File: config.mk
export PLATFORM = sky130hd
export DESIGN_NAME = reg_file_sb_flat
export DESIGN_NICKNAME = d
export VERILOG_FILES = /design/src/rtl/reg_file_sb_if.sv /design/src/rtl/reg_file_sb.sv /design/src/flat_wrapper.sv
export SDC_FILE = /design/constraint.sdc
export NUM_CORES = 2
export LEC_CHECK = 0
export CAP_MARGIN = 20
export CORE_UTILIZATION = 40
export CTS_CLUSTER_SIZE = 16
export DETAILED_ROUTE_END_ITERATION = 8
export PLACE_DENSITY = 0.67
export SLEW_MARGIN = 40
export SYNTH_ARGS = -nofsm -noshare
export SYNTH_HDL_FRONTEND = slang
export SYNTH_SLANG_ARGS = --single-unit
File: constraint.sdc
create_clock -name clk -period 83.5 [get_ports clk]
set_input_delay 25.05 -clock clk [delete_from_list [all_inputs] [get_ports clk]]
set_output_delay 25.05 -clock clk [all_outputs]
set_load 0.02 [all_outputs]
File: src/rtl/reg_file_sb_if.sv
// Decode/writeback bus of the integer register file with scoreboard.
// The master is the pipeline (decode + writeback); the slave is the register file.
interface reg_file_sb_if #(
    parameter int XLEN = 32,
    parameter int NREG = 32
);
    localparam int AW = $clog2(NREG);

    // decode read ports
    logic [AW-1:0]   rs1_addr;
    logic [XLEN-1:0] rs1_data;
    logic            rs1_busy;
    logic [AW-1:0]   rs2_addr;
    logic [XLEN-1:0] rs2_data;
    logic            rs2_busy;

    // decode issue (marks destination busy)
    logic            issue_en;
    logic [AW-1:0]   issue_rd;

    // writeback port (writes data, clears busy)
    logic            wb_en;
    logic [AW-1:0]   wb_rd;
    logic [XLEN-1:0] wb_data;

    // raw registered busy bits
    logic [NREG-1:0] busy_vec;

    modport master (
        output rs1_addr, rs2_addr, issue_en, issue_rd, wb_en, wb_rd, wb_data,
        input  rs1_data, rs1_busy, rs2_data, rs2_busy, busy_vec
    );

    modport slave (
        input  rs1_addr, rs2_addr, issue_en, issue_rd, wb_en, wb_rd, wb_data,
        output rs1_data, rs1_busy, rs2_data, rs2_busy, busy_vec
    );
endinterface

File: src/rtl/reg_file_sb.sv
// Integer register file (x0 hardwired to zero) with a pending-write scoreboard.
// Two combinational read ports with same-cycle writeback bypass, one write port,
// one busy bit per register set at issue and cleared at writeback.

// One read port: x0 -> 0, else bypass writeback, else stored value.
// Busy is masked when the same-cycle writeback satisfies the hazard.
module reg_file_sb_rdport #(
    parameter int XLEN = 32,
    parameter int AW   = 5
) (
    input  logic            i_rst,
    input  logic [AW-1:0]   i_addr,
    input  logic            i_wb_en,
    input  logic [AW-1:0]   i_wb_rd,
    input  logic [XLEN-1:0] i_wb_data,
    input  logic [XLEN-1:0] i_reg_data,
    input  logic            i_reg_busy,
    output logic [XLEN-1:0] o_data,
    output logic            o_busy
);
    logic w_hit;

    // reset gates the bypass so the port reads 0 while reset is held
    assign w_hit = !i_rst && i_wb_en && (i_wb_rd == i_addr);

    // read mux with bypass priority over storage
    always_comb begin
        o_data = '0;
        o_busy = 1'b0;
        if (!i_rst && (i_addr != '0)) begin
            o_data = w_hit ? i_wb_data : i_reg_data;
            o_busy = i_reg_busy && !w_hit;
        end
    end
endmodule

module reg_file_sb #(
    parameter int XLEN = 32,
    parameter int NREG = 32
) (
    input  logic         clk,
    input  logic         reset,
    reg_file_sb_if.slave bus
);
    localparam int AW    = $clog2(NREG);
    localparam int NPORT = 2;

    // entry 0 is never written, so it stays at its reset value and folds away
    logic [NREG-1:0][XLEN-1:0]  r_regs;
    logic [NREG-1:0]            r_busy;
    logic [NREG-1:0]            w_busy_nxt;
    logic                       w_wr;
    logic                       w_set;

    logic [NPORT-1:0][AW-1:0]   w_rd_addr;
    logic [NPORT-1:0][XLEN-1:0] w_rd_data;
    logic [NPORT-1:0]           w_rd_busy;

    assign w_wr  = bus.wb_en    && (bus.wb_rd    != '0);
    assign w_set = bus.issue_en && (bus.issue_rd != '0);

    // architectural storage: writeback port, x0 writes dropped
    always_ff @(posedge clk or posedge reset) begin
        if (reset) begin
            r_regs <= '0;
        end else if (w_wr) begin
            r_regs[bus.wb_rd] <= bus.wb_data;
        end
    end

    // scoreboard next state: clear on writeback, then set on issue so a new
    // producer to the same register stays outstanding
    always_comb begin
        w_busy_nxt = r_busy;
        if (w_wr)  w_busy_nxt[bus.wb_rd]    = 1'b0;
        if (w_set) w_busy_nxt[bus.issue_rd] = 1'b1;
        w_busy_nxt[0] = 1'b0;
    end

    // scoreboard register
    always_ff @(posedge clk or posedge reset) begin
        if (reset) begin
            r_busy <= '0;
        end else begin
            r_busy <= w_busy_nxt;
        end
    end

    assign w_rd_addr[0] = bus.rs1_addr;
    assign w_rd_addr[1] = bus.rs2_addr;

    for (genvar p = 0; p < NPORT; p++) begin : g_rd
        reg_file_sb_rdport #(
            .XLEN (XLEN),
            .AW   (AW)
        ) u_rd (
            .i_rst      (reset),
            .i_addr     (w_rd_addr[p]),
            .i_wb_en    (bus.wb_en),
            .i_wb_rd    (bus.wb_rd),
            .i_wb_data  (bus.wb_data),
            .i_reg_data (r_regs[w_rd_addr[p]]),
            .i_reg_busy (r_busy[w_rd_addr[p]]),
            .o_data     (w_rd_data[p]),
            .o_busy     (w_rd_busy[p])
        );
    end

    assign bus.rs1_data = w_rd_data[0];
    assign bus.rs1_busy = w_rd_busy[0];
    assign bus.rs2_data = w_rd_data[1];
    assign bus.rs2_busy = w_rd_busy[1];
    assign bus.busy_vec = r_busy;
endmodule

File: src/flat_wrapper.sv
// flat-port wrapper written by rule: the top's interface ports become plain ports
module reg_file_sb_flat 
#(
    parameter int XLEN = 32,
    parameter int NREG = 32
)
  (clk, reset, bus_rs1_addr, bus_rs2_addr, bus_issue_en, bus_issue_rd, bus_wb_en, bus_wb_rd, bus_wb_data, bus_rs1_data, bus_rs1_busy, bus_rs2_data, bus_rs2_busy, bus_busy_vec);
  reg_file_sb_if #(.XLEN(XLEN), .NREG(NREG)) bus_i ();
  input  logic clk;
  input  logic reset;
  input wire logic [$bits(bus_i.rs1_addr)-1:0] bus_rs1_addr;
  input wire logic [$bits(bus_i.rs2_addr)-1:0] bus_rs2_addr;
  input wire logic [$bits(bus_i.issue_en)-1:0] bus_issue_en;
  input wire logic [$bits(bus_i.issue_rd)-1:0] bus_issue_rd;
  input wire logic [$bits(bus_i.wb_en)-1:0] bus_wb_en;
  input wire logic [$bits(bus_i.wb_rd)-1:0] bus_wb_rd;
  input wire logic [$bits(bus_i.wb_data)-1:0] bus_wb_data;
  output wire logic [$bits(bus_i.rs1_data)-1:0] bus_rs1_data;
  output wire logic [$bits(bus_i.rs1_busy)-1:0] bus_rs1_busy;
  output wire logic [$bits(bus_i.rs2_data)-1:0] bus_rs2_data;
  output wire logic [$bits(bus_i.rs2_busy)-1:0] bus_rs2_busy;
  output wire logic [$bits(bus_i.busy_vec)-1:0] bus_busy_vec;
  assign bus_i.rs1_addr = bus_rs1_addr;
  assign bus_i.rs2_addr = bus_rs2_addr;
  assign bus_i.issue_en = bus_issue_en;
  assign bus_i.issue_rd = bus_issue_rd;
  assign bus_i.wb_en = bus_wb_en;
  assign bus_i.wb_rd = bus_wb_rd;
  assign bus_i.wb_data = bus_wb_data;
  assign bus_rs1_data = bus_i.rs1_data;
  assign bus_rs1_busy = bus_i.rs1_busy;
  assign bus_rs2_data = bus_i.rs2_data;
  assign bus_rs2_busy = bus_i.rs2_busy;
  assign bus_busy_vec = bus_i.busy_vec;
  reg_file_sb #(.XLEN(XLEN), .NREG(NREG)) u_core (.clk(clk), .reset(reset), .bus(bus_i));
endmodule
=== Word level (Yosys, flattened, before mapping) ===
Cells that the tools add are included.

* Register bits after elaboration: 1055
* Bits of input ports: 56
* Output and inout port bits: 98

* $lt $le $gt $ge: 6
* Eq/ne operators: 2
* Mux-type cells: 23
* Bitwise gates (word level): 3
* Reduce and logical (&&, ||, !) cells: 18

{| class="wikitable"
|+ Operator list
! kind !! count
|-
| 1024-bit bitwise mux || 1
|-
| 32-bit binary-select mux with 5-bit select || 2
|-
| 32-bit two-way mux || 9
|-
| 32-bit demux with 5-bit select || 1
|-
| 32-bit AND || 1
|-
| 32-bit NOT || 1
|-
| 32-bit bitwise OR || 1
|-
| 5-bit by 6-bit < comparator with 1-bit output (second input constant) || 4
|-
| 5-bit nonzero test || 4
|-
| 1-bit logical AND || 11
|-
| 1-bit binary-select mux with 5-bit select || 2
|-
| 1-bit demux with 5-bit select || 2
|-
| 5-bit == test || 2
|-
| 5-bit by 1-bit greater-or-equal comparator with 1-bit output (second input constant) || 2
|-
| 1-bit two-way mux || 6
|-
| 1-bit logical NOT || 3
|}

=== Logic depth before layout (Yosys ltp) ===
* Word-level depth: 9
* Mapped depth: 9
* Mapped depth without buffers: 5

=== Modules after synthesis ===
A second synthesis with hierarchy kept.

* Cells, all modules: 3735
* Area total of the unflattened synthesis: 55544.5 um^2

{| class="wikitable"
|+ Modules (own cells, without submodules)
! module !! times used !! cells each !! area each (um^2) !! sequential area each (um^2)
|-
| reg_file_sb || 1 || 3483 || 54225.8 || 26400.3
|-
| reg_file_sb_rdport || 2 || 126 || 659.4 || 0.0
|}

=== Worst setup path before layout ===
Ideal clock, no wire load.

* Path kind: input port to output port
* Start point: in reset
* End point: out bus_rs2_data[30]
* Data arrival time: 49627 ps
* Required time: 58450 ps
* Setup slack: 8823 ps
* Stages: 6
* Path buffers: 1
* Path through: inv_1 > o21ai_2 > nor3_1 > buf_2 > nand2_1 > o21ai_0

* Word-level cells in the longest chain between the ends: 5
* Elaborated cells between the ends (all ways): 6

{| class="wikitable"
|+ RTL lines
! what !! RTL line !! text
|-
| start: declaration || flat_wrapper.sv:10 || <nowiki>input logic reset;</nowiki>
|-
| 1-bit logical NOT (no line) * || -- ||
|-
| 1-bit logical AND (2 in series) || reg_file_sb.sv:24 || <nowiki>assign w_hit = !i_rst && i_wb_en && (i_wb_rd == i_addr);</nowiki>
|-
| 32-bit two-way mux || reg_file_sb.sv:31 || <nowiki>o_data = w_hit ? i_wb_data : i_reg_data;</nowiki>
|-
| 32-bit two-way mux * || reg_file_sb.sv:30 || <nowiki>if (!i_rst && (i_addr != '0)) begin</nowiki>
|-
| end: declaration || flat_wrapper.sv:20 || <nowiki>output wire logic [$bits(bus_i.rs2_data)-1:0] bus_rs2_data;</nowiki>
|}

Mark *: on every way between the ends. The rest lies on a longest branch, timed or not.

=== Final worst setup path ===
* Start point: in bus_rs1_addr[1]
* End point: out bus_rs1_data[17]

* Word-level cells in the longest chain between the ends: 4
* Elaborated cells between the ends (all ways): 8

{| class="wikitable"
|+ RTL lines
! what !! RTL line !! text
|-
| start: declaration || flat_wrapper.sv:11 || <nowiki>input wire logic [$bits(bus_i.rs1_addr)-1:0] bus_rs1_addr;</nowiki>
|-
| 32-bit binary-select mux with 5-bit select / 5-bit == test (equally long branches) || reg_file_sb.sv:102, reg_file_sb.sv:24 ||
|-
| 32-bit two-way mux (not written as such) / 1-bit logical AND (equally long branches) || reg_file_sb.sv:102, reg_file_sb.sv:24 ||
|-
| 32-bit two-way mux || reg_file_sb.sv:31 ||
|-
| 32-bit two-way mux * || reg_file_sb.sv:30 ||
|-
| end: declaration || flat_wrapper.sv:18 || <nowiki>output wire logic [$bits(bus_i.rs1_data)-1:0] bus_rs1_data;</nowiki>
|}

Mark *: on every way between the ends. The rest lies on a longest branch, timed or not. The select of a mux whose other input is x is not followed.

==> results.md <==
Min path:
- The path with the worst hold slack has its endpoint at u_core.r_regs[2].
- In this run the most critical hold path is launched from u_core.r_regs[2].
- Along the worst hold path, the cell count comes to 0.
- The type of the tightest min-delay check is flop to flop.

Power:
- The net load switching power is 427 µW.
- The internal power of the cells totals 1080 µW.
- The standby leakage power is approximately 0.027 µW.
- The share of total power in sequential cells is a little under half.
- The design draws 1510 µW.
- Across the VDD grid, the largest voltage drop is 0.0000196 V.
- Net switching is roughly 28% of the power.
- The share of total power in combinational logic is roughly a fifth.
- The power density normalized to cell area is 23.6 nW/µm².
- The clock power share is 33.7%.

Setup path:
- The kind of cell adding the most delay to the critical path is buffers and inverters.
- STA classifies the critical path endpoint as an output port.
- At the worst endpoint, the arrival time is 29.57 ns.
- STA classifies the critical path startpoint as a primary input.
- The worst setup path is of the primary input to output port kind.
- The largest individual stage delay along the critical path comes from the cell sky130_fd_sc_hd__buf_6.
- In this run the register-to-register setup slack is 82.67 ns.
- The startpoint identified for the worst register-to-register timing path is u_core.r_regs[926].
- The highest net fanout along the worst path is 71.
- The largest single stage delay on the critical path is 0.65 ns.
- The dominant cell type by count on the critical path is sky130_fd_sc_hd__buf_6.
- The endpoint identified for the worst register-to-register timing path is u_core.r_regs[926].
- At the worst endpoint, the required time is 58.45 ns.
- Walking the worst path, the cells encountered are buf_8 -> buf_6 -> buf_6 -> buf_6 -> mux2i_1 -> a221oi_1 -> o21ai_1 -> a211oi_1 -> a221o_1 -> clkdlybuf4s50_1.
- The count of cells along the worst register-to-register path is 1.
- Together, buffers and inverters on the worst path number 5.

Finish:
- The number of filler instances in the final layout is about 12k.
- Summing all multi-input logic gate instances after layout gives 28800 µm².
- The commonest non-fill, non-tap cell in the layout is sky130_fd_sc_hd__dfrtp_1.
- In the final layout, flip-flops and latches occupy 26400 µm².
- The area growth from synthesis to layout is 11.6%.
- The count of nets after finishing is 4039.
- In the final layout, the share of cells above drive strength 1 is between 40% and 50%.
- Leaving out fill and tap cells, the most frequent cells in the layout are sky130_fd_sc_hd__dfrtp_1, sky130_fd_sc_hd__mux2_2, sky130_fd_sc_hd__mux4_2.

Detailed routing:
- The number of DRC markers after the initial detailed-route iteration is 4182.
- Detailed routing inserted a total of 38.6k vias.
- The detailed-route DRC error count is 0.
- Wires add up to 180 mm.
- The detailed-router iteration count before antenna repair is 5.
- Once detail routing completed, the nets flagged for antenna violations numbered 0.
- Dividing the detail-routed via count by the number of cells gives approximately 6.5.
- In the final routed layout, each cell accounts on average for about 30 µm.

Logic synthesis:
- In this run, synthesis produced a sequential element count of 1055.
- The total of warnings raised by yosys is 0.
- The share of async-settable or async-resettable flops after synthesis is 100%.
- The number of flops mapped to enable cells by yosys is 0.
- In the synthesized netlist the dominant register cell turns out to be sky130_fd_sc_hd__dfrtp_1.
- Synthesis produced a netlist with a net count of 4133.
- The gate count of the mapped netlist is 4077.
- Sequential elements use 46.1% of the synthesized area.
- Averaged over all synthesized cells, the footprint is 14.0 µm².
- The synthesized cell area is between 50000 and 60000 µm².
- The count of different cell masters after synthesis is 61.

STA:
- The final hold slack is 0.398 ns.
- The max-slew violation count was 0.
- Setup violations remaining at the end of the flow were counted as 0.
- Headroom to the max-slew limit came out at 40.4%.
- The number of hold violations in the final report came to 0.
- Summed over all failing endpoints, the final setup total negative slack is 0 ns.
- The minimum period implied by the final worst setup slack is approximately 55 ns.
- The clock tree skew after final layout is 0 ns.
- In the finished design, the share of the clock period the worst path needs comes to 65.4%.
- Setup repair after global routing left no endpoint under its margin.
- The transition at the pin with the smallest max-transition slack is between 0.8 and 0.9 ns.
- Derived from the worst setup path, the maximum achievable clock frequency is 0.0183 GHz.

Die:
- The initial core utilization is 40.4%.
- Measured along the x axis, the die boundary spans 380 µm.
- The count of pins on the block boundary is 154.
- The placeable core region is 142000 µm².
- The area of the die is 145000 µm².
- The die span in y is between 300 and 400 µm.
- The floorplan has 138 rows.

Placement:
- The weighted congestion at the end of routability-driven global placement is 0.811.
- The post-detailed-placement half-perimeter wirelength is 106 mm.
- Buffers placed on the I/O ports in this run total approximately 150.

Clock network:
- CTS built an H-tree with a depth of 3.
- Clock tree synthesis found a total of 1055 sinks.
- The number of clock buffers added by TritonCTS is 110.
- The setup fix buffers added after clock tree synthesis is 0.
- The clock tree from TritonCTS is yes.
- The later pin in the worst-skew pair is clocked with a latency of 0.72 ns.
- The CTS clock-pin slew for the worst setup and hold paths is 0.06 ns.
- The tree is rooted in a sky130_fd_sc_hd__clkbuf_16.
- The number of buffers on the longest clock path is 3.
- Once the clock tree was built, the resizer swapped 0 gates to a different size.
- For this design, the CTS-stage hold fixing added 0 buffers.

Flow run:
- The reported max-cap violation count is 0.

Global routing:
- The number of global-route vias before repair was a little under 40k.
- Entering global routing, the biggest net connects approximately 160 pins.
- After global routing the overflow that remains totals 0.
- The number of antenna violations at the first check in global routing is 10.
- The first-pass GRT wire length is 269 mm.
- Global routing used 24.8% of the available tracks.

Status:
- The flow ran to the end, and the final reports show no timing, DRC or antenna violations.
## worst max-delay path by stage
stage,start,to,slack (ns),depth (start not counted)
2_1_floorplan,reset,bus_rs2_data[30],8.82,6
3_3_place_gp,bus_rs1_addr[1],bus_rs1_data[17],28.22,10
3_5_place_dp,bus_rs1_addr[1],bus_rs1_data[17],28.73,10
4_1_cts,bus_rs1_addr[1],bus_rs1_data[10],28.72,10
5_1_grt,bus_rs1_addr[1],bus_rs1_data[10],28.75,10
6_report,bus_rs1_addr[1],bus_rs1_data[17],28.88,10
## metal layers
metal	vias up	global-route usage (%)	share of wire, %
li1	15680	-	-
met1	20696	33.9	41
met2	1763	38.3	46
met3	398	5.22	8.6
met4	16	9.91	3.9
met5	-	0	0.056
## Yosys cell counts (all sizes together), types with 4 or more instances
master | number | area (µm²)
nor2b | 47 | 294
a22o | 11 | 96.3
and3 | 8 | 50.1
xnor2 | 10 | 87.6
clkbuf | 244 | 916
dfrtp | 1055 | 26400
mux2 | 999 | 11200
inv | 20 | 75.1
and2 | 4 | 25.0
a22oi | 122 | 916
o31a | 29 | 254
mux4 | 369 | 8310
o22ai | 11 | 68.8
nor3b | 4 | 35.0
nand4 | 8 | 50.1
nand2 | 64 | 240
a211oi | 30 | 225
nor2 | 76 | 290
buf | 231 | 1340
nor3 | 10 | 70.1
a221o | 63 | 631
o21ai | 101 | 509
nor4 | 35 | 231
a221oi | 155 | 1360
nand2b | 4 | 25.0
nand3 | 12 | 60.1
mux2i | 320 | 3200
## per-stage QoR
stage / cells / utilization, % / cell area (µm²) / setup slack [ns]
2_1_floorplan: 4077 / - / 57300 / 8.82
3_3_place_gp: 5748 / 42.3 / 60000 / 28.22
3_5_place_dp: 5759 / 42.4 / 60200 / 28.73
4_1_cts: 5959 / 45.1 / 63900 / 28.72
5_1_grt: 5962 / 45.1 / 63900 / 28.75
6_report: 5962 / 45.1 / 63900 / 28.88
## flip-flops by register name, indices dropped and copies added (netlist names)
signal,count
u_core.r_regs,1024
u_core.bus.busy_vec,31
## power groups by stage
stage | logic, µW | registers (µW) | clock network (µW)
6_report | 318 | 683 | 508
2_1_floorplan | 242 | 672 | 0
5_1_grt | 340 | 695 | 535
3_3_place_gp | 310 | 683 | 0
4_1_cts | 318 | 680 | 516
3_5_place_dp | 317 | 689 | 0
## area by class of cell
cell class / count / area share (%)
antenna: 1 / 0.00391
multi-input combinational: 2524 / 45.0
inverter: 23 / 0.147
sequential: 1055 / 41.3
timing repair buffer: 269 / 4.07
tap: 1890 / 3.70
clock buffer: 158 / 4.98
clock inverter: 42 / 0.802
## cells by family (layout without fill, tap and decap cells)
family	Yosys count	in the layout	share of synthesized area (%)
other	1	2	0.00655
xor gates and xnor gates	10	10	0.153
DFF	1055	1055	46.1
and+or+nand+nor	282	282	2.53
muxes	1688	1688	39.7
AOI/OAI and AO/OA	543	543	7.38
buffers and inverters	498	492	4.09
No activity file was read; power rests on OpenSTA's default activity.
